[src/rtl/cmd_encoder.sv]
// rtl/cmd_encoder.sv - keystroke-to-command encoder with mode validation and command FIFO
module cmd_encoder #(
    parameter int          FIFO_DEPTH = 8,
    parameter int          MAX_DIGITS = 4,
    parameter logic [15:0] HACK_CODE  = 16'h0010
) (
    input  logic                          clk,
    input  logic                          rst,
    input  logic                          char_valid,
    input  logic [7:0]                    char_data,
    output logic                          char_ready,
    input  logic                          on_enemy,
    input  logic                          hacks_en,
    output logic                          cmd_valid,
    output logic [15:0]                   cmd_data,
    input  logic                          cmd_ready,
    output logic                          reject,
    output logic [1:0]                    reject_code,
    output logic [$clog2(FIFO_DEPTH):0]   fifo_count
);

    localparam int              PW      = $clog2(FIFO_DEPTH);
    localparam int              CW      = $clog2(MAX_DIGITS + 1);
    localparam logic [CW-1:0]   MAXD    = CW'(MAX_DIGITS);
    localparam logic [PW:0]     DEPTH_C = (PW + 1)'(FIFO_DEPTH);

    typedef enum logic [1:0] {
        S_IDLE  = 2'd0,
        S_ENTRY = 2'd1,
        S_CHECK = 2'd2,
        S_PUSH  = 2'd3
    } state_t;

    state_t         state_q, state_d;
    logic [15:0]    acc_q, acc_d;
    logic [CW-1:0]  cnt_q, cnt_d;
    logic           ovf_q, ovf_d;
    logic           reject_q, reject_d;
    logic [1:0]     code_q, code_d;

    logic [15:0]    mem_q [FIFO_DEPTH];
    logic [PW-1:0]  wr_ptr_q, rd_ptr_q;
    logic [PW:0]    count_q, count_d;

    logic           push, pop, ready_c;
    logic           is_digit, is_bs, is_esc, is_enter;
    logic           in_set, is_move, is_attack, is_hack;

    // Character classification and command-set decode of the accumulator
    always_comb begin
        is_digit  = (char_data >= 8'h30) && (char_data <= 8'h39);
        is_bs     = (char_data == 8'h08);
        is_esc    = (char_data == 8'h1B);
        is_enter  = (char_data == 8'h0D) || (char_data == 8'h0A);
        is_move   = (acc_q >= 16'd1) && (acc_q <= 16'd4);
        is_attack = (acc_q == 16'd5) || (acc_q == 16'd6);
        is_hack   = (acc_q == HACK_CODE);
        in_set    = is_move || is_attack || is_hack;
    end

    // Entry parsing, validation and push sequencing
    always_comb begin
        state_d  = state_q;
        acc_d    = acc_q;
        cnt_d    = cnt_q;
        ovf_d    = ovf_q;
        reject_d = 1'b0;
        code_d   = code_q;
        push     = 1'b0;
        ready_c  = 1'b0;
        case (state_q)
            S_IDLE, S_ENTRY: begin
                ready_c = 1'b1;
                if (char_valid) begin
                    if (is_digit) begin
                        // Extra digits only flag overflow so backspace can recover the entry
                        if (cnt_q < MAXD) begin
                            acc_d = {acc_q[11:0], char_data[3:0]};
                            cnt_d = cnt_q + CW'(1);
                        end else begin
                            ovf_d = 1'b1;
                        end
                        state_d = S_ENTRY;
                    end else if (is_bs) begin
                        if (cnt_q != '0) begin
                            acc_d = acc_q >> 4;
                            cnt_d = cnt_q - CW'(1);
                            ovf_d = 1'b0;
                            if (cnt_q == CW'(1)) state_d = S_IDLE;
                        end
                    end else if (is_esc) begin
                        acc_d   = '0;
                        cnt_d   = '0;
                        ovf_d   = 1'b0;
                        state_d = S_IDLE;
                    end else if (is_enter) begin
                        if (cnt_q != '0) state_d = S_CHECK;
                    end
                end
            end
            S_CHECK: begin
                if (ovf_q) begin
                    reject_d = 1'b1;
                    code_d   = 2'd3;
                end else if (!in_set) begin
                    reject_d = 1'b1;
                    code_d   = 2'd1;
                end else if ((is_move && on_enemy) || (is_attack && !on_enemy) ||
                             (is_hack && !hacks_en)) begin
                    reject_d = 1'b1;
                    code_d   = 2'd2;
                end
                if (reject_d) begin
                    acc_d   = '0;
                    cnt_d   = '0;
                    ovf_d   = 1'b0;
                    state_d = S_IDLE;
                end else begin
                    state_d = S_PUSH;
                end
            end
            S_PUSH: begin
                // A same-cycle pop frees the slot even when the FIFO is full
                if ((count_q < DEPTH_C) || pop) begin
                    push    = 1'b1;
                    acc_d   = '0;
                    cnt_d   = '0;
                    ovf_d   = 1'b0;
                    state_d = S_IDLE;
                end
            end
            default: state_d = S_IDLE;
        endcase
    end

    // Control state registers
    always_ff @(posedge clk) begin
        if (rst) begin
            state_q  <= S_IDLE;
            acc_q    <= '0;
            cnt_q    <= '0;
            ovf_q    <= 1'b0;
            reject_q <= 1'b0;
            code_q   <= 2'd0;
        end else begin
            state_q  <= state_d;
            acc_q    <= acc_d;
            cnt_q    <= cnt_d;
            ovf_q    <= ovf_d;
            reject_q <= reject_d;
            code_q   <= code_d;
        end
    end

    // FIFO occupancy next-state
    always_comb begin
        pop     = cmd_ready && (count_q != '0);
        count_d = count_q;
        if (push && !pop) count_d = count_q + (PW + 1)'(1);
        else if (pop && !push) count_d = count_q - (PW + 1)'(1);
    end

    // FIFO pointers and occupancy; pointers wrap naturally at the power-of-two depth
    always_ff @(posedge clk) begin
        if (rst) begin
            wr_ptr_q <= '0;
            rd_ptr_q <= '0;
            count_q  <= '0;
        end else begin
            if (push) wr_ptr_q <= wr_ptr_q + PW'(1);
            if (pop)  rd_ptr_q <= rd_ptr_q + PW'(1);
            count_q <= count_d;
        end
    end

    // FIFO storage; contents are don't-care until counted as occupied
    always_ff @(posedge clk) begin
        if (push) mem_q[wr_ptr_q] <= acc_q;
    end

    assign char_ready  = ready_c && !rst;
    assign cmd_valid   = (count_q != '0);
    assign cmd_data    = (count_q != '0) ? mem_q[rd_ptr_q] : 16'h0000;
    assign reject      = reject_q;
    assign reject_code = code_q;
    assign fifo_count  = count_q;

endmodule

[config.mk]
export PLATFORM = sky130hd
export DESIGN_NAME = cmd_encoder
export DESIGN_NICKNAME = d
export VERILOG_FILES = /design/src/rtl/cmd_encoder.sv
export SDC_FILE = /design/constraint.sdc
export NUM_CORES = 1
export LEC_CHECK = 0
export BUFFER_PORTS_ARGS = -buffer_cell sky130_fd_sc_hd__buf_2
export CELL_PAD_IN_SITES_DETAIL_PLACEMENT = 0
export CELL_PAD_IN_SITES_GLOBAL_PLACEMENT = 1
export CORE_ASPECT_RATIO = 0.7
export CORE_MARGIN = 2
export CORE_UTILIZATION = 55
export DETAILED_ROUTE_END_ITERATION = 6
export PLACE_DENSITY = 0.91
export SLEW_MARGIN = 10
export SYNTH_ARGS = -nofsm -noshare
export SYNTH_HDL_FRONTEND = slang
export SYNTH_SLANG_ARGS = --single-unit
[constraint.sdc]
create_clock -name clk -period 5.56 [get_ports clk]
set_input_delay 1.112 -clock clk [delete_from_list [all_inputs] [get_ports clk]]
set_output_delay 1.112 -clock clk [all_outputs]
set_load 0.03 [all_outputs]
; Yosys cells after proc, flatten, opt, wreduce, memory -nomap -nowiden
; Memory sizes are Yosys's and may differ from the RTL's. A register that Yosys moved wholly into a read port is not among the register bits.
; Cells that the tools add are included.
[op_classes]
n_mux = 55
n_lt_le_gt_ge = 6
n_bitwise = 1
addsub = 6
n_reduce_logical = 31
eq_ne = 22
[op_table]
columns = cell, n
row1 = 16-bit 2-to-1 mux, 9
row2 = 16-bit one-hot mux with 3 select lines, 1
row3 = 16-bit by 3-bit == test with 1-bit output (second input constant), 2
row4 = 3-bit 2-to-1 mux, 10
row5 = 2-bit 2-to-1 mux, 13
row6 = 8-bit by 4-bit == test with 1-bit output (second input constant), 3
row7 = 6-bit AND reduction, 3
row8 = 1-bit 2-to-1 mux, 17
row9 = 16-bit by 5-bit == test with 1-bit output (second input constant), 1
row10 = 16-bit by 1-bit greater-or-equal comparator with 1-bit output (second input constant), 1
row11 = 16-bit by 3-bit less-or-equal comparator with 1-bit output (second input constant), 1
row12 = 4-bit inequality test (second input constant), 4
row13 = 3-bit by 1-bit adder with 3-bit output (second input constant), 3
row14 = 1-bit logical AND, 9
row15 = 3-bit one-hot mux with 3 select lines, 1
row16 = 8-bit by 5-bit == test with 1-bit output (second input constant), 1
row17 = 8-bit by 6-bit greater-or-equal comparator with 1-bit output (second input constant), 1
row18 = 8-bit by 6-bit less-or-equal comparator with 1-bit output (second input constant), 1
row19 = 4-bit 2-to-1 mux, 2
row20 = 1-bit logical OR, 7
row21 = 2-bit inequality test (second input constant), 3
row22 = 3-bit inequality test (second input constant), 2
row23 = 2-bit one-hot mux with 3 select lines, 1
row24 = 1-bit logical NOT, 5
row25 = 18 further kinds, 20
[word_totals]
elab_cells = 131
regBits = 35
memories = 1
inputBits = 14
mem_bits_rw = 128
output_inout_bits = 25
[mem_list]
columns = name, words, width, read_ports, rd_ports_with_merged_regs, write_ports, line
row1 = mem_q, 8, 16, 1, 1, 1, 41  ; logic [15:0] mem_q [FIFO_DEPTH];

; Longest topological paths before layout
; Gate-level depths: netlist of run 1.
[logic_depth]
ltp_word = 11
ltp_mapped = 11
ltp_nobuf = 11

; Worst setup path after synthesis of run 1
; OpenSTA, ideal clock, no wires.
[synth_path]
path_kind = reg-to-reg
start = register count_q[0], in the netlist fifo_count[0]
end = register count_q[3], in the netlist fifo_count[3]
synth_period_minus_slack_ns = 3.217
setup_slack_ns = 2.343
arrival_time_ns = 3.146
required_time_ns = 5.489
setup_time_ns = 0.071
stages_incl_launch_ff = 12
n_path_buf = 0
cell_sequence = dfxtp_1 > nor4_1 > inv_1 > nand2_1 > ha_1 > inv_1 > ha_1 > a21o_1 > a21oi_1 > xnor2_1 > or3_1 > a21oi_1
[synth_via]
elab_chain_len = 8
elab_cells_between_ends = 15
classes_between = add/sub (2) / order compare (1) / mux (4) / reduce/logical (8)
[synth_rtl]
columns = element, line
row1 = start: declaration, 43  ; logic [PW:0] count_q, count_d;
row2 = start signal: assignment, 172  ; count_q <= count_d;
row3 = 4-bit nonzero test *, --
row4 = via cmd_valid, 14  ; output logic cmd_valid,
row5 = 1-bit logical AND *, 157  ; pop = cmd_ready && (count_q != '0);
row6 = 1-bit logical OR, 124  ; if ((count_q < DEPTH_C) || pop) begin
row7 = 1-bit 2-to-1 mux, 124
row8 = 1-bit 2-to-1 mux, 71  ; case (state_q)
row9 = 1-bit logical NOT, 160  ; else if (pop && !push) count_d = count_q - (PW + 1)'(1);
row10 = 1-bit logical AND, 160
row11 = 2-bit nonzero test (no source line), --
; Mark *: on every way through the listed nets, which the timed path passes. The rest lies on a longest branch. The select of a mux whose other input is x is not followed.
; A chain may end at the register's enable or synchronous reset.

==> impl_metrics.py, run 1 <==
metrics = {
    "sta": {
        "max_freq_mhz": 290,
        "fin_tns_setup_ns": 0,
        "slew_violations": 0,
        "fin_crit_sh_pct": 62.1,
        "whs_ns": 0.461,
        "worst_pin_slew_ns": 1.12,
        "relSlewSlack_pct": 25.1,
        "rsz0062_at_grt": "false",
        "clock_skew_ns": 0.00792,
        "final.min_clock_period_ns": 3.45,
        "finalHoldViolations": 0,
        "setup_viol": 0,
    },
    "critical_path": {
        "rr_startpoint": "fifo_count[0]$_SDFFE_PP0P_",
        "timing.rr.end": "fifo_count[3]$_SDFFE_PP0P_",
        "worstPathMaxFanout": 32,
        "crit_required_ns": 4.45,
        "critPathKind": "flip-flop to output port",
        "reg2reg_slack_ns": 2.82,
        "critical_path_arrival_ns": 2.34,
        "critPathLaunchType": "flip-flop",
        "r2r_cells": 12,
        "endpoint_kind": "output port",
    },
    "floorplanning": {
        "dieArea_sq_mm": 0.0137,
        "core_region_area_sq_mm": 0.0124,
        "io-pin-count": 39,
        "die_w_um": 139,
        "start_util_pct": 56.5,
        "fp.dieH_um": 98.5,
        "rows": 34,
    },
    "cts": {
        "cts_sinks": 166,
        "clockBufferDepth": 2,
        "htreeDepth": 4,
        "worstSkewPairLatency_ns": 0.43,
        "ctsHoldBuffers": 0,
        "cts_resized": 0,
        "post_cts_buffers": 0,
        "cts-root-buf": "clkbuf_16",
        "cts_inserted_buffers": 17,
        "cts.clk_slew.worst_paths_ns": 0.07,
        "cts_tree": "done",
    },
    "synth": {
        "synth_largest_area_cell": "edfxtp_1",
        "syn_avg_cell_area_sq_um": 15.3,
        "yosysSeqAreaShare_pct": 65.6,
        "syn_inst": 459,
        "ys.flop_type": "edfxtp_1",
        "yosysWarnings": 0,
        "synthArstFlopShare_pct": 0,
        "synthDistinctLibCells": 54,
        "synth_area_sq_mm": 0.00702,
        "syn-num-nets": 483,
        "yosys.area.top_type_share_pct": 54.8,
        "ys_ff_latch": 166,
        "yosys-top-cells-area": "edfxtp_1, dfxtp_1, mux4_2",
        "synth-edff-count": 128,
    },
    "final_layout": {
        "fillCellCount": 867,
        "register_area_sq_mm": 0.00461,
        "area_delta_synth_final_pct": 12.8,
        "multi_input_area_sq_mm": 0.00231,
        "diodes": 0,
        "utilization_pct": 63.7,
        "nets": 519,
        "drive_above_1_share_pct": 24.8,
        "stdcell_count": 670,
    },
    "worst_hold_path": {
        "whs_path_depth": 2,
        "holdPathEnd": "reject_code[0]$_SDFFE_PP0P_",
        "hold_class": "flip-flop to flip-flop",
        "worstHoldStart": "reject_code[0]$_SDFFE_PP0P_",
    },
    "placement": {
        "dp_cells": 638,
        "gp_congestion": 0.804,
        "hpwl_mm": 9.05,
        "port-buffer-count": 38,
    },
    "drt": {
        "ant_nets": 0,
        "post-route-drc-count": 0,
        "wl_per_cell_um": 21.7,
        "drtIter0Drc": 319,
        "routed_wl_mm": 14.5,
        "first_pass_iters": 6,
        "vias": 4176,
        "routed_via_density": 6.23,
    },
    "global_routing": {
        "grt_max_degree": 37,
        "gr-usage-all-layers_pct": 22.7,
        "grt_overflow": 0,
        "grt_pass1_wl_mm": 23.2,
        "antenna_found_initial": 0,
        "grt_pass1_vias": 4270,
    },
    "power_and_ir_drop": {
        "clockPowerShare_pct": 35.8,
        "switching_share_pct": 30.1,
        "internal-power_w": 0.00217,
        "seqPwrFrac_pct": 44.3,
        "p_leak_nw": 2.59,
        "finalPower_w": 0.00311,
        "switchingPower_w": 0.000938,
        "pwr-share-comb_pct": 20.0,
        "p_per_area_mw_per_mm2": 393,
        "ir_worst_vdd_mv": 0.264,
    },
    "run": {
        "drv_cap": 0,
    },
    "status": {
        "status": "finished clean",
    },
}
## stage by stage
step	instance area, sq um	setup WS, ns
2_1_floorplan	7020	2.34
3_3_place_gp	7350	2.07
3_5_place_dp	7350	1.96
4_1_cts	7920	2.03
5_1_grt	7920	1.94
6_report	7920	2.11
## cells in the mapped netlist (3+ instances only)
master,n
edfxtp_1,128
nor2_1,39
dfxtp_1,38
mux4_2,32
a21oi_1,24
mux2i_1,18
nand2_1,15
o21ai_0,15
clkbuf_1,13
a22oi_1,12
ha_1,9
a211oi_1,8
inv_1,8
nand3_1,8
nand2b_1,6
nor3_1,6
a211oi_2,5
nand4_1,5
xor2_1,5
a21o_1,4
buf_1,4
buf_2,4
nor4_1,4
a31oi_1,3
and3_1,3
nor2b_1,3
o31ai_1,3
or3_1,3
or4_1,3
## how the worst max path moves through the flow
stage / from / end / slack, ns / depth (start not counted)
2_1_floorplan: fifo_count[0]$_SDFFE_PP0P_ / fifo_count[3]$_SDFFE_PP0P_ / 2.34 / 11
3_3_place_gp: char_data[1] / acc_q[0]$_SDFFE_PP0P_ / 2.07 / 7
3_5_place_dp: char_data[4] / acc_q[8]$_SDFFE_PP0P_ / 1.96 / 7
4_1_cts: flip-flop / cmd_data[6] / 2.03 / 5
5_1_grt: flip-flop / cmd_data[6] / 1.94 / 5
6_report: flip-flop / cmd_data[6] / 2.11 / 5
## power by group through the flow
stage / Combinational [W] / Sequential [W] / Clock, W
after floorplan: 0.000464 / 0.00140 / 0
after global placement: 0.000621 / 0.00140 / 0
after detailed placement: 0.000631 / 0.00140 / 0
after CTS: 0.000634 / 0.00138 / 0.00112
after global routing: 0.000680 / 0.00138 / 0.00117
final: 0.000622 / 0.00138 / 0.00111
## state kept, by name, summed over array words and instances (netlist names), named ones only
signal	count
fifo_count	4
state_q	2
reject_code	2
rd_ptr_q	3
wr_ptr_q	3
reject	1
acc_q	16
ovf_q	1
cnt_q	3
mem_q	128
## metal layers
layer	GRT usage, %	vias to the layer above	wire length [um]
met5	0	-	0
met2	36.6	137	7200
met1	30.7	2126	6240
li1	-	1893	-
met4	7.46	0	219
met3	6.22	20	877
## cells in the final DEF, fill, tap and decap left out, types with 4 or more instances in the layout
| cell type | n |
|---|---|
| a211oi_1 | 8 |
| a211oi_2 | 5 |
| a21o_1 | 4 |
| a21oi_1 | 24 |
| a22oi_1 | 12 |
| buf_2 | 38 |
| clkbuf_16 | 17 |
| clkinvlp_4 | 5 |
| dfxtp_1 | 36 |
| edfxtp_1 | 128 |
| ha_1 | 9 |
| inv_1 | 8 |
| inv_6 | 5 |
| inv_8 | 4 |
| mux2i_1 | 18 |
| mux4_2 | 32 |
| nand2_1 | 15 |
| nand2b_1 | 6 |
| nand3_1 | 8 |
| nand4_1 | 5 |
| nor2_1 | 33 |
| nor2_2 | 7 |
| nor3_1 | 4 |
| o21ai_0 | 15 |
| xor2_1 | 5 |
## critical path: stages, from the launching register on
cell     delay (ns)
dfxtp_2        0.32
buf_4          0.49
mux4_2         0.60
mux2i_1        0.21
nor2_1         0.06
buf_2          0.18
## layout make-up
cell class | instances | area share, %
inverter | 8 | 0.379
clock buffer | 17 | 5.37
timing repair buffer | 40 | 2.59
clock inverter | 15 | 1.71
sequential | 166 | 58.2
tap | 162 | 2.56
multi-input combinational | 262 | 29.2
## cell families after synthesis
kind of cell	count (synthesis)	synth area share, %
AO/OA/AOI/OAI	88	8.90
XOR/XNOR	7	0.874
adder cells (fa/ha/maj)	10	1.89
buffers and inverters	31	2.07
flip-flops	166	65.6
multiplexers	50	12.8
AND/OR/NAND/NOR	107	7.79
Power figures use the tool's default switching activity.
==> run 2, diff against run 1 <==
--- a/config.mk
+++ b/config.mk
@@ -10,9 +10,9 @@
 export CELL_PAD_IN_SITES_GLOBAL_PLACEMENT = 1
 export CORE_ASPECT_RATIO = 0.7
 export CORE_MARGIN = 2
-export CORE_UTILIZATION = 55
+export CORE_UTILIZATION = 46
 export DETAILED_ROUTE_END_ITERATION = 6
-export PLACE_DENSITY = 0.91
+export PLACE_DENSITY = 0.82
 export SLEW_MARGIN = 10
 export SYNTH_ARGS = -nofsm -noshare
 export SYNTH_HDL_FRONTEND = slang
==> constraint.sdc (replaced) <==
create_clock -name clk -period 2.8 [get_ports clk]
set_input_delay 0.56 -clock clk [delete_from_list [all_inputs] [get_ports clk]]
set_output_delay 0.56 -clock clk [all_outputs]
set_load 0.03 [all_outputs]
==> run 2 against run 1 <==
Effect of this change:
- first-iteration DRC count rose by 10%
- final cell count rose by 9.0%
- total power rose by 100%
- sequential cell count did not move
- global-route usage fell by 3.2 points
==> impl_metrics.py, run 2 (synthesis results as in run 1) <==
metrics = {
    "floorplanning": {
        "io-pin-count": 39,
        "core_region_area_sq_mm": 0.0148,
        "rows": 37,
        "fp.dieH_um": 107,
        "dieArea_sq_mm": 0.0163,
        "die_w_um": 152,
        "start_util_pct": 47.4,
    },
    "sta": {
        "setup_viol": 0,
        "max_freq_mhz": 377,
        "rsz0062_at_grt": "false",
        "finalHoldViolations": 0,
        "worst_pin_slew_ns": 0.656,
        "fin_tns_setup_ns": 0,
        "fin_crit_sh_pct": 94.7,
        "slew_violations": 0,
        "relSlewSlack_pct": 56.2,
        "clock_skew_ns": 0.00738,
        "final.min_clock_period_ns": 2.65,
    },
    "cts": {
        "cts_resized": 0,
        "cts.clk_slew.worst_paths_ns": 0.07,
        "worstSkewPairLatency_ns": 0.42,
        "post_cts_buffers": 0,
        "cts_inserted_buffers": 17,
        "cts-root-buf": "clkbuf_16",
        "cts_sinks": 166,
        "ctsHoldBuffers": 0,
        "cts_tree": "done",
        "clockBufferDepth": 2,
        "htreeDepth": 4,
    },
    "critical_path": {
        "timing.rr.end": "ovf_q$_SDFFE_PP0P_",
        "cp-endpoint": "cmd_data[5]",
        "endpoint_kind": "output port",
        "reg2reg_slack_ns": 0.21,
        "critPathLaunchType": "flip-flop",
        "max_stage_delay_ns": 0.55,
        "worstPathMaxFanout": 32,
        "crit_required_ns": 2.24,
        "path_cells": "buf_12, mux4_2, mux2i_1, nor2_1, buf_2",
        "critPathKind": "flip-flop to output port",
        "critical_path_arrival_ns": 2.09,
        "r2r_cells": 6,
        "cpMaxStageDelayCell": "mux4_2",
        "rr_startpoint": "acc_q[13]$_SDFFE_PP0P_",
    },
    "power_and_ir_drop": {
        "switchingPower_w": 0.00183,
        "clockPowerShare_pct": 36.6,
        "p_per_area_mw_per_mm2": 774,
        "switching_share_pct": 28.9,
        "seqPwrFrac_pct": 42.8,
        "finalPower_w": 0.00634,
        "pwr-share-comb_pct": 20.6,
        "internal-power_w": 0.00451,
        "ir_worst_vdd_mv": 0.367,
        "p_leak_nw": 2.77,
    },
    "final_layout": {
        "drive_above_1_share_pct": 27.3,
        "top_register": "mem_q",
        "multi_input_area_sq_mm": 0.00229,
        "diodes": 0,
        "mostFrequentLayoutCells": "edfxtp_1, nor2_1, buf_2, dfxtp_1, mux4_2",
        "utilization_pct": 55.3,
        "fin_area_sq_mm": 0.00820,
        "largest_reg_flops": 128,
        "register_area_sq_mm": 0.00461,
        "area_delta_synth_final_pct": 16.9,
        "nets": 546,
        "stdcell_count": 730,
        "layout_commonest_cell": "edfxtp_1",
        "fillCellCount": 1169,
    },
    "worst_hold_path": {
        "hold_class": "flip-flop to flip-flop",
    },
    "placement": {
        "hpwl_mm": 9.02,
        "dp_cells": 698,
        "port-buffer-count": 38,
        "dpl-instance-area_sq_mm": 0.00760,
        "gp_congestion": 0.817,
    },
    "global_routing": {
        "top_usage_layer": "met2",
        "gr-usage-all-layers_pct": 19.5,
        "antenna_found_initial": 0,
        "met2_usage_pct": 31.6,
        "grt_pass1_vias": 4293,
        "grt_max_degree": 36,
        "grt_pass1_wl_mm": 23.2,
        "grt_overflow": 0,
        "grtUsageMet3_pct": 4.45,
        "grt_use_met1_pct": 26.1,
    },
    "drt": {
        "drtIter0Drc": 351,
        "routed_via_density": 5.83,
        "first_pass_iters": 5,
        "wl_per_cell_um": 20.0,
        "ant_nets": 0,
        "routed_wl_mm": 14.6,
        "vias": 4255,
        "post-route-drc-count": 0,
    },
    "run": {
        "drv_cap": 0,
    },
    "status": {
        "status": "finished clean",
    },
}
-- run 2: routing by layer --
metal / part of all wire (%) / up-vias
li1: - / 1946
met1: 44 / 2130
met2: 48 / 155
met3: 6.5 / 24
met4: 1.8 / 0
met5: 0 / -
-- run 2: power groups by stage --
stage | clock network (W) | registers, W | logic (W)
5_1_grt | 0.00246 | 0.00272 | 0.00142
3_5_place_dp | 0 | 0.00277 | 0.00132
4_1_cts | 0.00235 | 0.00272 | 0.00133
2_1_floorplan | 0 | 0.00279 | 0.000935
3_3_place_gp | 0 | 0.00277 | 0.00130
6_report | 0.00232 | 0.00271 | 0.00130
-- run 2: through the flow --
stage | worst slack, ns | hold slack, ns
after floorplan | 0.0246 | 0.454
after global placement | 0.122 | 0.449
after detailed placement | 0.0720 | 0.470
after CTS | 0.135 | 0.482
after global routing | 0.0507 | 0.499
final | 0.149 | 0.474
-- run 2: how the worst min path moves through the flow --
| stage | from | cells after the start | endpoint | slack (ns) |
|---|---|---|---|---|
| final | reject_code[1]$_SDFFE_PP0P_ | 2 | reject_code[1]$_SDFFE_PP0P_ | 0.47 |
| after global routing | reject_code[0]$_SDFFE_PP0P_ | 2 | reject_code[0]$_SDFFE_PP0P_ | 0.50 |
| after CTS | reject_code[1]$_SDFFE_PP0P_ | 2 | reject_code[1]$_SDFFE_PP0P_ | 0.48 |
| after detailed placement | reject_code[1]$_SDFFE_PP0P_ | 2 | reject_code[1]$_SDFFE_PP0P_ | 0.47 |
| after global placement | reject_code[0]$_SDFFE_PP0P_ | 2 | reject_code[0]$_SDFFE_PP0P_ | 0.45 |
| after floorplan | rd_ptr_q[1]$_SDFFE_PP0P_ | 2 | flip-flop | 0.45 |
-- run 2: area by class of cell --
class / instances / share of cell area, %
sequential: 166 / 56.2
clock inverter: 15 / 2.06
timing repair buffer: 67 / 5.28
tap: 195 / 2.98
multi-input combinational: 262 / 27.9
inverter: 8 / 0.366
clock buffer: 17 / 5.19
-- run 2: critical path: cells and delay by family (launching register included) --
family	cells	cell delay, ns
simple gates	1	0.07
buf+inv	2	0.44
flops	1	0.34
mux	2	0.79
==> run 3, diff against run 2 <==
--- a/config.mk
+++ b/config.mk
@@ -13,6 +13,7 @@
 export CORE_UTILIZATION = 46
 export DETAILED_ROUTE_END_ITERATION = 6
 export PLACE_DENSITY = 0.82
+export SETUP_SLACK_MARGIN = 0.2
 export SLEW_MARGIN = 10
 export SYNTH_ARGS = -nofsm -noshare
 export SYNTH_HDL_FRONTEND = slang
==> run 3 against run 2 <==
Effect of this change:
- utilization increased by 1.0 points
- worst setup slack better by 0.094 ns
- first-iteration DRC count rose by 32%
- register-to-register slack improved by 0.18 ns
- hold slack got worse by 0.0068 ns
- wire length up 3.7%
- global-route usage is 0.56 points higher
- clock skew decreased by 0.0013 ns
- clock power hardly changed
- design area increased by 1.9%
- non-clock buffer count rose by 7
- critical path type unchanged
==> impl_metrics.py, run 3 (synthesis results as in run 1) <==
metrics = {
    "floorplanning": {
        "die_w_um": 152,
        "fp.dieH_um": 107,
        "rows": 37,
        "io-pin-count": 39,
        "core_region_area_sq_mm": 0.0148,
        "start_util_pct": 47.4,
        "dieArea_sq_mm": 0.0163,
    },
    "final_layout": {
        "top_register": "mem_q",
        "layout_commonest_cell": "edfxtp_1",
        "mostFrequentLayoutCells": "edfxtp_1, buf_4, nor2_1, dfxtp_1, mux4_2",
        "largest_reg_flops": 128,
        "nets": 553,
        "fillCellCount": 1155,
        "area_delta_synth_final_pct": 19.0,
        "utilization_pct": 56.4,
        "diodes": 0,
        "fin_area_sq_mm": 0.00835,
        "drive_above_1_share_pct": 28.4,
    },
    "sta": {
        "slew_violations": 0,
        "clock_skew_ns": 0.00607,
        "max_freq_mhz": 391,
        "worst_pin_slew_ns": 0.632,
        "finalHoldViolations": 0,
        "fin_ws_ns": 0.244,
        "fin_tns_setup_ns": 0,
        "setup_viol": 0,
        "rsz0062_at_grt": "true",
        "fin_crit_sh_pct": 91.3,
        "whs_ns": 0.467,
        "final.min_clock_period_ns": 2.56,
        "relSlewSlack_pct": 57.8,
    },
    "critical_path": {
        "critical_path_arrival_ns": 2.00,
        "rr_startpoint": "fifo_count[3]$_SDFFE_PP0P_",
        "endpoint_kind": "output port",
        "r2r_cells": 11,
        "critPathLaunchType": "flip-flop",
        "critPathKind": "flip-flop to output port",
        "reg2reg_slack_ns": 0.39,
        "crit_required_ns": 2.24,
        "worstPathMaxFanout": 8,
        "timing.rr.end": "fifo_count[3]$_SDFFE_PP0P_",
    },
    "global_routing": {
        "antenna_found_initial": 0,
        "gr-usage-all-layers_pct": 20.1,
        "grt_pass1_vias": 4381,
        "grt_max_degree": 36,
        "grt_pass1_wl_mm": 23.9,
        "grt_overflow": 0,
    },
    "power_and_ir_drop": {
        "p_leak_nw": 2.84,
        "p_per_area_mw_per_mm2": 784,
        "ir_worst_vdd_mv": 0.361,
    },
    "cts": {
        "ctsHoldBuffers": 0,
        "cts_sinks": 166,
        "htreeDepth": 4,
        "cts.clk_slew.worst_paths_ns": 0.06,
        "cts_inserted_buffers": 17,
        "cts-root-buf": "clkbuf_16",
        "cts_tree": "done",
        "clockBufferDepth": 2,
        "worstSkewPairLatency_ns": 0.41,
    },
    "placement": {
        "gp_congestion": 0.803,
        "hpwl_mm": 9.09,
        "dpl-instance-area_sq_mm": 0.00761,
        "port-buffer-count": 38,
        "dp_slack_ns": 0.0696,
    },
    "drt": {
        "wl_per_cell_um": 20.5,
        "wl_met2_mm": 7.31,
        "routed_via_density": 5.81,
        "top_layer": "met4",
        "vias": 4282,
        "wl_met3_um": 961,
        "routed_wl_mm": 15.1,
        "drtIter0Drc": 462,
        "post-route-drc-count": 0,
        "drt-met1-wl_mm": 6.65,
        "first_pass_iters": 5,
        "ant_nets": 0,
    },
    "worst_hold_path": {
        "whs_path_depth": 2,
        "hold_class": "flip-flop to flip-flop",
        "worstHoldStart": "reject_code[0]$_SDFFE_PP0P_",
        "holdPathEnd": "reject_code[0]$_SDFFE_PP0P_",
    },
    "status": {
        "status": "finished clean",
    },
    "run": {
        "drv_cap": 0,
    },
}
[run 3: metal layers]
metal	global-route usage, %	vias to the layer above
met3	4.70	18
met1	27.4	2156
li1	-	1959
met2	31.8	149
met5	0	-
met4	7.01	0
[run 3: metrics by stage]
stage | std cells | total power [W]
detailed placement | 700 | 0.00411
finish | 737 | 0.00655
global route | 737 | 0.00681
global placement | 700 | 0.00408
floorplan | 459 | 0.00373
CTS | 736 | 0.00653
[run 3: how the worst max path moves through the flow]
stage	from	end	cells after the start
floorplan	fifo_count[2]$_SDFFE_PP0P_	fifo_count[3]$_SDFFE_PP0P_	11
global route	flip-flop	cmd_data[4]	6
global placement	char_data[1]	cnt_q[0]$_SDFFE_PP0P_	7
finish	flip-flop	cmd_data[9]	6
detailed placement	char_data[1]	cnt_q[0]$_SDFFE_PP0P_	7
CTS	flip-flop	cmd_data[9]	6
[run 3: layout make-up]
| type | instances | area [sq um] | area share (%) |
|---|---|---|---|
| sequential | 166 | 4610 | 55.2 |
| multi-input combinational | 262 | 2300 | 27.5 |
| timing repair buffer | 74 | 581 | 6.95 |
| clock inverter | 13 | 155 | 1.86 |
| tap | 195 | 244 | 2.92 |
| inverter | 8 | 30.0 | 0.360 |
| clock buffer | 19 | 433 | 5.18 |
[run 3: power breakdown]
| part | leakage (nW) | internal, W | switching (W) |
|---|---|---|---|
| clock | 0.287 | 0.00140 | 0.000899 |
| sequential | 1.50 | 0.00267 | 0.0000647 |
| combinational | 1.05 | 0.000670 | 0.000845 |
[run 3: what timing repair did]
item | CTS | global route
cloned | 2 | 1
pin swaps | 0 | 6
buffers inserted | 2 | 0
endpoints found under the setup margin | 10 | 17
gates resized for setup | 8 | 19
[run 3: critical path, stage by stage, from the launching register on]
cell and delay (ns):
dfxtp_4 0.40, buf_12 0.13, buf_16 0.14, mux4_2 0.50, mux2i_1 0.16, nor2_1 0.07, buf_4 0.17
